**config.mk**
```make
export PLATFORM = sky130hd
export DESIGN_NAME = ao_obi_reg_bridge
export DESIGN_NICKNAME = d
export VERILOG_FILES = /design/src/rtl/ao_obi_reg_bridge_pkg.sv /design/src/rtl/obi_pkg.sv /design/src/rtl/reg_pkg.sv /design/src/rtl/ao_bus_timeout_cnt.sv /design/src/rtl/ao_obi_reg_bridge.sv
export SDC_FILE = /design/constraint.sdc
export NUM_CORES = 1
export LEC_CHECK = 0
export CELL_PAD_IN_SITES_DETAIL_PLACEMENT = 2
export CELL_PAD_IN_SITES_GLOBAL_PLACEMENT = 2
export CORE_ASPECT_RATIO = 0.6
export CORE_MARGIN = 2
export CORE_UTILIZATION = 29
export CTS_BUF_LIST = sky130_fd_sc_hd__clkbuf_4
export DETAILED_ROUTE_END_ITERATION = 8
export PLACE_DENSITY_LB_ADDON = 0.1
export SKIP_LAST_GASP = 1
export SLEW_MARGIN = 20
export SYNTH_ARGS = -nofsm -noshare
export SYNTH_HDL_FRONTEND = slang
export SYNTH_HIERARCHICAL = 1
export SYNTH_SLANG_ARGS = --single-unit
```
**constraint.sdc**
```tcl
create_clock -name clk_i -period 4.3 [get_ports clk_i]
set_input_delay 0.645 -clock clk_i [delete_from_list [all_inputs] [get_ports clk_i]]
set_output_delay 0.645 -clock clk_i [all_outputs]
set_load 0.1 [all_outputs]
```
**src/rtl/ao_obi_reg_bridge_pkg.sv**
```systemverilog
// Shared state encoding and constants for the OBI-to-register bridge.
package ao_obi_reg_bridge_pkg;

    typedef enum logic [1:0] {
        IDLE   = 2'd0,
        ACCESS = 2'd1,
        RESP   = 2'd2
    } bridge_state_e;

    localparam logic [31:0] ERR_RDATA_DEFAULT = 32'hBADCAB1E;
    localparam int unsigned ERR_CNT_W         = 8;

endpackage

```
**src/rtl/obi_pkg.sv**
```systemverilog
// OBI bus types shared by OBI masters and slaves in the always-on domain.
package obi_pkg;

    typedef struct packed {
        logic        req;
        logic        we;
        logic [3:0]  be;
        logic [31:0] addr;
        logic [31:0] wdata;
    } obi_req_t;

    typedef struct packed {
        logic        gnt;
        logic        rvalid;
        logic [31:0] rdata;
    } obi_resp_t;

endpackage

```
**src/rtl/reg_pkg.sv**
```systemverilog
// Register-bus types shared by the peripheral decoder and its upstream bridges.
package reg_pkg;

    typedef struct packed {
        logic        valid;
        logic        write;
        logic [31:0] addr;
        logic [31:0] wdata;
        logic [3:0]  wstrb;
    } reg_req_t;

    typedef struct packed {
        logic        ready;
        logic        error;
        logic [31:0] rdata;
    } reg_rsp_t;

endpackage

```
**src/rtl/ao_bus_timeout_cnt.sv**
```systemverilog
// Bus-stall watchdog counter: counts enabled cycles and flags the last allowed one.
module ao_bus_timeout_cnt #(
    parameter int unsigned TIMEOUT_CYCLES = 256
) (
    input  logic clk_i,
    input  logic rst_ni,
    input  logic clr_i,
    input  logic en_i,
    output logic expired_o
);

    localparam int unsigned CNT_W = $clog2(TIMEOUT_CYCLES + 1);

    logic [CNT_W-1:0] r_cnt;

    always_ff @(posedge clk_i or negedge rst_ni) begin
        if (!rst_ni) begin
            r_cnt <= '0;
        end else if (clr_i) begin
            r_cnt <= '0;
        end else if (en_i) begin
            r_cnt <= r_cnt + CNT_W'(1);
        end
    end

    // Fires on the final stalled cycle so the owner can leave on the next edge.
    assign expired_o = en_i && (r_cnt == CNT_W'(TIMEOUT_CYCLES - 1));

endmodule

```
**src/rtl/ao_obi_reg_bridge.sv**
```systemverilog
// OBI slave to register-bus bridge with a bus-timeout watchdog.
// Optional error logging is built when AO_OBI_REG_BRIDGE_ERR_LOG_EN is defined.
module ao_obi_reg_bridge
    import ao_obi_reg_bridge_pkg::*;
#(
    parameter int unsigned TIMEOUT_CYCLES = 256,
    parameter logic [31:0] ERR_RDATA      = ERR_RDATA_DEFAULT
) (
    input  logic                 clk_i,
    input  logic                 rst_ni,
    input  obi_pkg::obi_req_t    slave_req_i,
    output obi_pkg::obi_resp_t   slave_resp_o,
    output reg_pkg::reg_req_t    reg_req_o,
    input  reg_pkg::reg_rsp_t    reg_rsp_i,
    output logic                 err_o,
    output logic [ERR_CNT_W-1:0] err_count_o,
    output logic [31:0]          err_addr_o
);

    bridge_state_e r_state;
    bridge_state_e w_state_next;

    logic        r_we;
    logic [3:0]  r_be;
    logic [31:0] r_addr;
    logic [31:0] r_wdata;
    logic [31:0] r_rdata;
    logic        r_err;

    logic w_in_idle;
    logic w_in_access;
    logic w_in_resp;
    logic w_accept;
    logic w_ready;
    logic w_expired;

    assign w_in_idle   = (r_state == IDLE);
    assign w_in_access = (r_state == ACCESS);
    assign w_in_resp   = (r_state == RESP);
    assign w_accept    = w_in_idle && slave_req_i.req;
    assign w_ready     = w_in_access && reg_rsp_i.ready;

    // Watchdog; a zero timeout removes it and ACCESS waits for ready forever.
    if (TIMEOUT_CYCLES != 0) begin : g_timeout
        ao_bus_timeout_cnt #(
            .TIMEOUT_CYCLES(TIMEOUT_CYCLES)
        ) u_timeout_cnt (
            .clk_i    (clk_i),
            .rst_ni   (rst_ni),
            .clr_i    (!w_in_access || reg_rsp_i.ready),
            .en_i     (w_in_access && !reg_rsp_i.ready),
            .expired_o(w_expired)
        );
    end else begin : g_no_timeout
        assign w_expired = 1'b0;
    end

    always_ff @(posedge clk_i or negedge rst_ni) begin
        if (!rst_ni) begin
            r_state <= IDLE;
        end else begin
            r_state <= w_state_next;
        end
    end

    always_comb begin
        w_state_next = r_state;
        unique case (r_state)
            IDLE: begin
                if (slave_req_i.req) begin
                    w_state_next = ACCESS;
                end
            end
            ACCESS: begin
                // Ready has priority over a coincident timeout via w_expired's enable.
                if (reg_rsp_i.ready || w_expired) begin
                    w_state_next = RESP;
                end
            end
            RESP: begin
                w_state_next = IDLE;
            end
            default: begin
                w_state_next = IDLE;
            end
        endcase
    end

    always_ff @(posedge clk_i or negedge rst_ni) begin
        if (!rst_ni) begin
            r_we    <= 1'b0;
            r_be    <= '0;
            r_addr  <= '0;
            r_wdata <= '0;
        end else if (w_accept) begin
            r_we    <= slave_req_i.we;
            r_be    <= slave_req_i.be;
            r_addr  <= slave_req_i.addr;
            r_wdata <= slave_req_i.wdata;
        end
    end

    always_ff @(posedge clk_i or negedge rst_ni) begin
        if (!rst_ni) begin
            r_rdata <= '0;
            r_err   <= 1'b0;
        end else if (w_ready) begin
            r_rdata <= r_we ? 32'h0 : reg_rsp_i.rdata;
            r_err   <= reg_rsp_i.error;
        end else if (w_expired) begin
            r_rdata <= ERR_RDATA;
            r_err   <= 1'b1;
        end
    end

    always_comb begin
        slave_resp_o        = '0;
        slave_resp_o.gnt    = w_accept;
        slave_resp_o.rvalid = w_in_resp;
        slave_resp_o.rdata  = w_in_resp ? r_rdata : 32'h0;

        reg_req_o       = '0;
        reg_req_o.valid = w_in_access;
        reg_req_o.write = r_we;
        reg_req_o.addr  = r_addr;
        reg_req_o.wdata = r_wdata;
        reg_req_o.wstrb = r_be;
    end

    assign err_o = w_in_resp && r_err;

`ifdef AO_OBI_REG_BRIDGE_ERR_LOG_EN
    logic [ERR_CNT_W-1:0] r_err_count;
    logic [31:0]          r_err_addr;

    always_ff @(posedge clk_i or negedge rst_ni) begin
        if (!rst_ni) begin
            r_err_count <= '0;
            r_err_addr  <= '0;
        end else if (err_o) begin
            if (r_err_count != {ERR_CNT_W{1'b1}}) begin
                r_err_count <= r_err_count + ERR_CNT_W'(1);
            end
            r_err_addr <= r_addr;
        end
    end

    assign err_count_o = r_err_count;
    assign err_addr_o  = r_err_addr;
`else
    assign err_count_o = '0;
    assign err_addr_o  = '0;
`endif

endmodule

```
==> flow_summary.yaml, run 1 <==
clock_network:
  cts_root_buf: "clkbuf_4"
  cts.repair.resized: 0
  cts_buffers: 17
  path_clk_slew_ns: 0.14
  clkSinkCount: 113
  cts_buffer_depth: 2
  cts_setup_buffers: 0
  worst_skew_pair.late_latency_ns: 0.53
  htreeDepth: 4
  holdBufCountCts: 0
  cts_tree: "done"
setup_path:
  critical-path-max-stage-delay_ns: 1.14
  cp_max_fo: 34
  cp_slowest_cell: "clkdlybuf4s50_1"
  worstSetupPathType: "reg -> out"
  crit_chain: "and2b_2 > and2_1 > clkdlybuf4s50_1"
  critPathCaptureType: "output port"
  required_ns: 3.65
  cp-start-kind: "flip-flop"
  critical_path_arrival_ns: 2.94
floorplan:
  row_count: 39
  core_um2: 19000
  die_x_um: 183
  pin_count: 251
  die_y_um: 112
  initial_utilization_pct: 29.5
  die_area_um2: 20500
detailed_routing:
  viasPerCell: 4.28
  drc: 0
  vias: 3826
  antenna_left: 0
  detail_route.wirelength_um: 16000
  drt-initial-drc-count: 164
  firstDrtPassIters: 3
  routedWlPerCell_um: 17.9
placement:
  port_buffers: 210
  dpl.cell_count: 861
  place_congestion: 0.713
  place_hpwl_um: 11600
global_route:
  grtUsageTotal_pct: 16.4
  antenna_found_initial: 1
  grt.overflow.total: 0
  grt_pass1_wl_um: 25500
  grt_max_degree: 59
  grt_pass1_vias: 4347
hold_path:
  hold_class: "in -> async"
sta:
  finClkSkew_ns: 0.0295
  max_slew_margin_pct: 30.1
  worst_slew_pin_slew_ns: 1.04
  layout_min_cycle_time_ns: 3.59
  rsz0062_at_grt: "false"
  finalSetupViolCount: 0
  fmax_mhz: 279
  slew_viol_final: 0
  hold_ws_ns: 0.154
  tns_ns: 0
  hold_viol: 0
  period_share_pct: 83.4
pwr:
  power.leakage_nw: 3.66
  design_power_total_mw: 6.98
  power_density_nw_per_um2: 874
  ir_drop_uv: 509
flow_run:
  cap_viol_max_count: 0
cells_and_area:
  area_growth_pct: 42.7
  fin_nets: 742
  drive_gt1_share_pct: 17.3
  final_cells: 894
  fin_util_pct: 42.1
synth:
  synth-edff-count: 0
  synthCells: 427
  synth.area.top_cells: "dfrtp_1 51%, mux2_4 18%, buf_4 6.3%, mux2i_1 6.1%, nand2b_1 5.0%"
  ys_types: 32
  yosysTopAreaCell: "dfrtp_1"
  yosysWarnings: 6
  syn_avg_cell_area_um2: 13.1
  ys_seq_elements: 113
  ys.flop_type: "dfrtp_1"
  yosysMostFrequentCell: "dfrtp_1"
  yosysTopAreaCellShare_pct: 50.5
  synthArstFlopShare_pct: 100
  synth_top_cells_by_count: "113 x dfrtp_1, 68 x mux2_4, 47 x buf_4, 45 x nand2b_1"
  seq_area_frac_synth_pct: 50.5
  synth_area_um2: 5600
outcome:
  outcome: "complete, no violations"
## area by class of cell
class                           count  area (um^2)
Antenna cell                        1         2.50
Clock inverter                     15          206
Clock buffer                       17          128
Tap cell                          246          308
Multi-Input combinational cell    281         2350
Inverter                            4         15.0
Timing Repair Buffer              217         2150
Sequential cell                   113         2830
Fill cell                        1949        11000
## layout by cell type (no fill, tap or decap), drive strengths merged, types with 4 or more instances in the layout
cell             n
mux2i           34
inv              8
clkbuf          17
dfrtp          113
conb            40
nand4            4
buf              9
nor2            29
clkdlybuf4s50  208
nand2b          45
mux2            69
and2            34
bufinv           4
clkinv           6
## kinds of logic (layout without fill, tap and decap cells)
group                      after synthesis  in the layout  share of synthesized area, %
DFF                                    113            113                          50.5
other                                    1             41                        0.0670
buffers and inverters                   72            253                          10.2
and+or+nand+nor                        124            124                          12.8
AOI/OAI and AO/OA                        8              8                         0.805
adders and majority gates                2              2                         0.447
xor gates and xnor gates                 4              4                         0.626
muxes                                  103            103                          24.5
## critical path, delay by kind of cell (launching register included)
family / cells / cell delay, ns
AND/OR/NAND/NOR: 2 / 0.82
flip-flops: 1 / 0.45
buffers and inverters: 1 / 1.14
## final timing paths
path	start	endpoint	slack [ns]	cells after the start
min in group clk_i	r_addr[2]	r_addr[2]	0.52	1
worst max-delay path	r_state[0]	slave_resp_o[23]	0.71	3
max in group asynchronous	rst_ni	r_rdata[25]	3.12	2
worst min-delay path	rst_ni	r_wdata[30]	0.15	1
worst min register to register	r_addr[2]	r_addr[2]	0.52	1
worst max register to register	r_state[1]	r_rdata[24]	1.99	6
## registers in the layout (all words and copies together) (netlist names)
register                       flops
r_wdata                           32
r_rdata                           32
r_state                            2
r_err                              1
r_addr                            32
g_timeout.u_timeout_cnt/r_cnt      9
r_we                               1
r_be                               4
## report_power, final
group	total (mW)	internal [mW]	switching, mW
sequential	1.75	1.49	0.262
clock	0.944	0.469	0.475
combinational	4.29	1.20	3.09
total	6.98	3.16	3.83
## layer usage
metal / vias up / part of all wire [%] / global-route usage, %
li1: 1737 / - / -
met1: 1950 / 45 / 21.0
met2: 121 / 49 / 26.9
met3: 18 / 4.9 / 4.06
met4: 0 / 1.9 / 6.08
met5: - / 0 / 0
## stage by stage
stage | setup slack, ns | instance area (um^2)
global route | 0.510 | 7990
global placement | 1.35 | 7650
floorplan | 2.03 | 5740
finish | 0.714 | 7990
detailed placement | 1.22 | 7650
CTS | 0.600 | 7990
No activity file was read; power rests on OpenSTA's default activity.
==> inputs of run 2 (changes only) <==
--- a/config.mk
+++ b/config.mk
@@ -9,7 +9,7 @@
 export CELL_PAD_IN_SITES_GLOBAL_PLACEMENT = 2
 export CORE_ASPECT_RATIO = 0.6
 export CORE_MARGIN = 2
-export CORE_UTILIZATION = 29
+export CORE_UTILIZATION = 27
 export CTS_BUF_LIST = sky130_fd_sc_hd__clkbuf_4
 export DETAILED_ROUTE_END_ITERATION = 8
 export PLACE_DENSITY_LB_ADDON = 0.1
==> constraint.sdc (replaced) <==
create_clock -name clk_i -period 3.4 [get_ports clk_i]
set_input_delay 0.51 -clock clk_i [delete_from_list [all_inputs] [get_ports clk_i]]
set_output_delay 0.51 -clock clk_i [all_outputs]
set_load 0.1 [all_outputs]
==> flow_summary.yaml, run 2 (same netlist as run 1, synthesis figures left out) <==
outcome:
  outcome: "complete, no violations"
cells_and_area:
  n_antenna_cell: 0
  fin_util_pct: 39.3
  drive_gt1_share_pct: 22.6
  area_growth_pct: 41.6
  fin_nets: 745
  final_cells: 923
  final_cell_mix: "172 x clkdlybuf4s50_1, 113 x dfrtp_1, 68 x mux2_4"
  reg.largest.list: "r_addr (32), r_rdata (32), r_wdata (32)"
  layout_commonest_cell: "clkdlybuf4s50_1"
sta:
  fmax_mhz: 365
  layout_min_cycle_time_ns: 2.74
  period_share_pct: 80.6
  finClkSkew_ns: 0.0166
  slew_viol_final: 0
  max_slew_margin_pct: 30.3
  rsz0062_at_grt: "false"
  tns_ns: 0
  hold_viol: 0
  worst_slew_pin_slew_ns: 1.04
  fin_ws_ns: 0.661
  hold_ws_ns: 0.515
  finalSetupViolCount: 0
placement:
  port_buffers: 210
  dpl.cell_count: 890
  dp_slack_ns: 0.570
  place_congestion: 0.731
  place_hpwl_um: 12100
global_route:
  use_met3_pct: 5.81
  grt_max_degree: 47
  met2_usage_pct: 25.0
  antenna_found_initial: 0
  grtUsageTotal_pct: 15.6
  grt_pass1_vias: 4420
  grt.overflow.total: 0
  grt-busiest-layer: "met2"
  grt_pass1_wl_um: 26000
  grt_use_met1_pct: 20.1
detailed_routing:
  antenna_left: 0
  firstDrtPassIters: 4
  drt-initial-drc-count: 128
  vias: 3845
  viasPerCell: 4.17
  drc: 0
  detail_route.wirelength_um: 16700
  routedWlPerCell_um: 18.1
floorplan:
  pin_count: 251
  die_area_um2: 21900
  die_x_um: 190
  die_y_um: 116
  initial_utilization_pct: 27.7
  row_count: 40
  core_um2: 20200
clock_network:
  htreeDepth: 4
  cts_buffer_depth: 2
  cts_buffers: 17
  cts_setup_buffers: 0
  cts_tree: "done"
  clkSinkCount: 113
  path_clk_slew_ns: 0.11
  cts_root_buf: "clkbuf_4"
  worst_skew_pair.late_latency_ns: 0.52
hold_path:
  hold_depth: 1
  hold_class: "reg -> reg"
  min_to: "r_addr[15]"
  hold_start: "r_addr[15]"
setup_path:
  r2r_end: "r_rdata[21]"
  required_ns: 2.89
  critical-path-max-stage-delay_ns: 0.64
  critPathCaptureType: "output port"
  reg2regPathDepth: 6
  crit_chain: "and2b_2 > and2_1 > buf_4"
  worstSetupPathType: "reg -> out"
  critical_path_arrival_ns: 2.23
  cp_max_fo: 34
  rrSetupSlack_ns: 1.10
  cp-start-kind: "flip-flop"
  r2r-start: "r_state[0]"
  cp_slowest_cell: "and2b_2"
pwr:
  power_density_nw_per_um2: 1090
  power.leakage_nw: 3.72
  ir_drop_uv: 656
flow_run:
  cap_viol_max_count: 0
-- run 2: changes by cell type in the layout (fill, tap and decap cells not counted), sizes merged --
cell and change:
dlygate4sd3 +1, clkinvlp +1, inv -4, clkdlybuf4s50 -36
clkinv +5, bufinv -2, buf +38, diode -1
-- run 2: worst max path at each step --
stage / start / endpoint / cells after the start
5_1_grt: r_state[0] / slave_resp_o[30] / 3
3_5_place_dp: reg_rsp_i[33] / r_rdata[10] / 7
6_report: r_state[0] / slave_resp_o[30] / 3
2_1_floorplan: r_state[0] / slave_resp_o[20] / 3
3_3_place_gp: reg_rsp_i[33] / r_rdata[21] / 7
4_1_cts: r_state[0] / slave_resp_o[30] / 3
-- run 2: where the power goes --
group	internal [mW]	switching, mW	total, mW
clock network	0.416	0.531	0.947
logic	1.52	3.93	5.45
registers	1.89	0.319	2.21
total	3.83	4.78	8.61
-- run 2: per-stage QoR --
stage	total power [mW]	cell area, um^2
after floorplan	6.50	5740
after global placement	7.64	7660
after detailed placement	7.72	7660
after CTS	8.73	7920
after global routing	9.00	7920
final	8.61	7920
-- run 2: worst max-delay path: cells and delay by family (launching register included) --
family / cells / cell delay [ns]
DFF: 1 / 0.46
and+or+nand+nor: 2 / 0.92
buffers and inverters: 1 / 0.31
-- run 2: layer usage --
metal,wire length (um),up-vias,share of wire (%)
li1,-,1747,-
met1,7420,1976,45
met2,8010,115,48
met3,1110,7,6.7
met4,126,0,0.76
met5,0,-,0
-- run 2: layout make-up --
type	count	area [um^2]
clock buffers	17	128
clock inverters	15	125
fillers	2091	12200
inverters	4	15.0
multi-input cells	281	2350
flip-flops and latches	113	2830
well taps	273	342
repair buffers	220	2130
-- run 2: repair_timing --
item / CTS / global route
resized for setup: 0 / 0
hold buffers: 1 / 0
hold endpoints to repair: 41 / 0
==> inputs of run 3 (changes only) <==
==> constraint.sdc (replaced) <==
create_clock -name clk_i -period 2.55 [get_ports clk_i]
set_input_delay 0.3825 -clock clk_i [delete_from_list [all_inputs] [get_ports clk_i]]
set_output_delay 0.3825 -clock clk_i [all_outputs]
set_load 0.1 [all_outputs]
==> flow_summary.yaml, run 3 (same netlist as run 1, synthesis figures left out) <==
cells_and_area:
  fin_nets: 749
  reg.largest.list: "r_addr (32), r_rdata (32), r_wdata (32)"
  final_cell_mix: "113 x dfrtp_1, 104 x clkdlybuf4s50_1, 78 x buf_4"
  final_cells: 927
  drive_gt1_share_pct: 33.3
  area_growth_pct: 47.9
  layout_commonest_cell: "dfrtp_1"
  fill_cells: 2087
  n_antenna_cell: 0
setup_path:
  cp_max_fo: 34
  critical_path_arrival_ns: 2.02
  worstSetupPathType: "reg -> out"
  required_ns: 2.17
  crit_start: "r_state[0]"
  r2r-start: "r_state[1]"
  reg2regPathDepth: 6
  r2r_end: "g_timeout.u_timeout_cnt/r_cnt[7]"
  rrSetupSlack_ns: 0.76
  critPathCaptureType: "output port"
  cp-start-kind: "flip-flop"
sta:
  finalSetupViolCount: 0
  slew_viol_final: 0
  period_share_pct: 94.4
  tns_ns: 0
  rsz0062_at_grt: "true"
  hold_viol: 0
  finClkSkew_ns: 0.0136
  fmax_mhz: 415
  layout_min_cycle_time_ns: 2.41
  max_slew_margin_pct: 55.9
  worst_slew_pin_slew_ns: 0.662
pwr:
  p_sw_mw: 6.39
  power_density_nw_per_um2: 1400
  switching_share_pct: 55.1
  p_int_mw: 5.20
  p_clk_share_pct: 11.9
  design_power_total_mw: 11.6
  power.leakage_nw: 3.91
  seq_power_share_pct: 25.9
  p_comb_share_pct: 62.2
  ir_drop_uv: 841
detailed_routing:
  antenna_left: 0
  wl_met2_um: 7340
  route.met3.wl_um: 885
  viasPerCell: 4.08
  drt-met1-wl_um: 7640
  drc: 0
  firstDrtPassIters: 4
  dr.max_layer_used: "met4"
  routedWlPerCell_um: 17.4
  vias: 3784
  drt-initial-drc-count: 122
  detail_route.wirelength_um: 16100
placement:
  dpl.cell_count: 894
  port_buffers: 210
  place_congestion: 0.764
  place_hpwl_um: 11800
floorplan:
  row_count: 40
  core_um2: 20200
  pin_count: 251
  die_area_um2: 21900
  die_x_um: 190
  initial_utilization_pct: 27.7
  die_y_um: 116
clock_network:
  clkSinkCount: 113
  cts_tree: "done"
  worst_skew_pair.late_latency_ns: 0.52
  cts_buffer_depth: 2
  htreeDepth: 4
  cts_root_buf: "clkbuf_4"
  path_clk_slew_ns: 0.11
  cts_buffers: 17
global_route:
  grtUsageTotal_pct: 14.9
  antenna_found_initial: 0
  grt.overflow.total: 0
  grt_pass1_wl_um: 24700
  grt_pass1_vias: 4211
  grt_max_degree: 43
hold_path:
  hold_class: "in -> async"
flow_run:
  cap_viol_max_count: 0
outcome:
  outcome: "complete, no violations"
## run 3: cell types whose count changed in the layout (fill, tap and decap cells not counted), sizes merged
cell,delta
clkdlybuf4s50,-68
buf,+72
clkbuf,+1
clkinv,-3
clkinvlp,+1
bufinv,+1
## run 3: critical path: stages, from the launching register on
cell and delay (ns):
dfrtp_1 0.46, and2b_4 0.57, and2_1 0.27, buf_12 0.19
## run 3: timing repair
item                                    CTS  global route
hold buffers                              1             0
buffers inserted                          0             0
hold endpoints to repair                 32             0
cloned                                    0             0
endpoints found under the setup margin   33            13
resized for setup                         1             0
## run 3: power by group through the flow
| stage | Combinational (mW) | Clock [mW] | Sequential [mW] |
|---|---|---|---|
| 2_1_floorplan | 2.33 | 0 | 6.34 |
| 3_3_place_gp | 7.18 | 0 | 3.01 |
| 3_5_place_dp | 7.26 | 0 | 3.03 |
| 4_1_cts | 7.27 | 1.47 | 3.02 |
| 5_1_grt | 7.44 | 1.55 | 3.12 |
| 6_report | 7.21 | 1.38 | 3.00 |
## run 3: layout make-up
| type | instances | area [um^2] | area share (%) |
|---|---|---|---|
| Sequential cell | 113 | 2830 | 34.2 |
| Timing Repair Buffer | 224 | 2460 | 29.7 |
| Multi-Input combinational cell | 281 | 2350 | 28.4 |
| Tap cell | 273 | 342 | 4.13 |
| Clock inverter | 14 | 146 | 1.77 |
| Clock buffer | 18 | 135 | 1.63 |
| Inverter | 4 | 15.0 | 0.181 |
## run 3: worst max path at each step
stage | endpoint | slack (ns) | cells past startpoint
CTS | slave_resp_o[21] | 0.05 | 3
finish | slave_resp_o[21] | 0.14 | 3
global placement | g_timeout.u_timeout_cnt/r_cnt[7] | 0.44 | 7
floorplan | slave_resp_o[20] | 0.54 | 3
global route | slave_resp_o[21] | -0.04 | 3
detailed placement | g_timeout.u_timeout_cnt/r_cnt[7] | 0.40 | 7
## run 3: layer usage
metal  up-vias  track usage (%)
met1      1900             20.3
met2       118             22.6
met5         -                0
met4         0             4.60
li1       1750                -
met3        16             4.85
## run 3: metrics by stage
stage / hold slack (ns) / util [%] / area [um^2] / setup slack [ns]
5_1_grt: 0.324 / 41.0 / 8280 / -0.0385
3_3_place_gp: 0.382 / 39.6 / 7980 / 0.438
6_report: 0.363 / 41.0 / 8280 / 0.143
4_1_cts: 0.311 / 41.0 / 8280 / 0.0540
3_5_place_dp: 0.390 / 39.6 / 7980 / 0.402
2_1_floorplan: 0.0869 / - / 5740 / 0.540
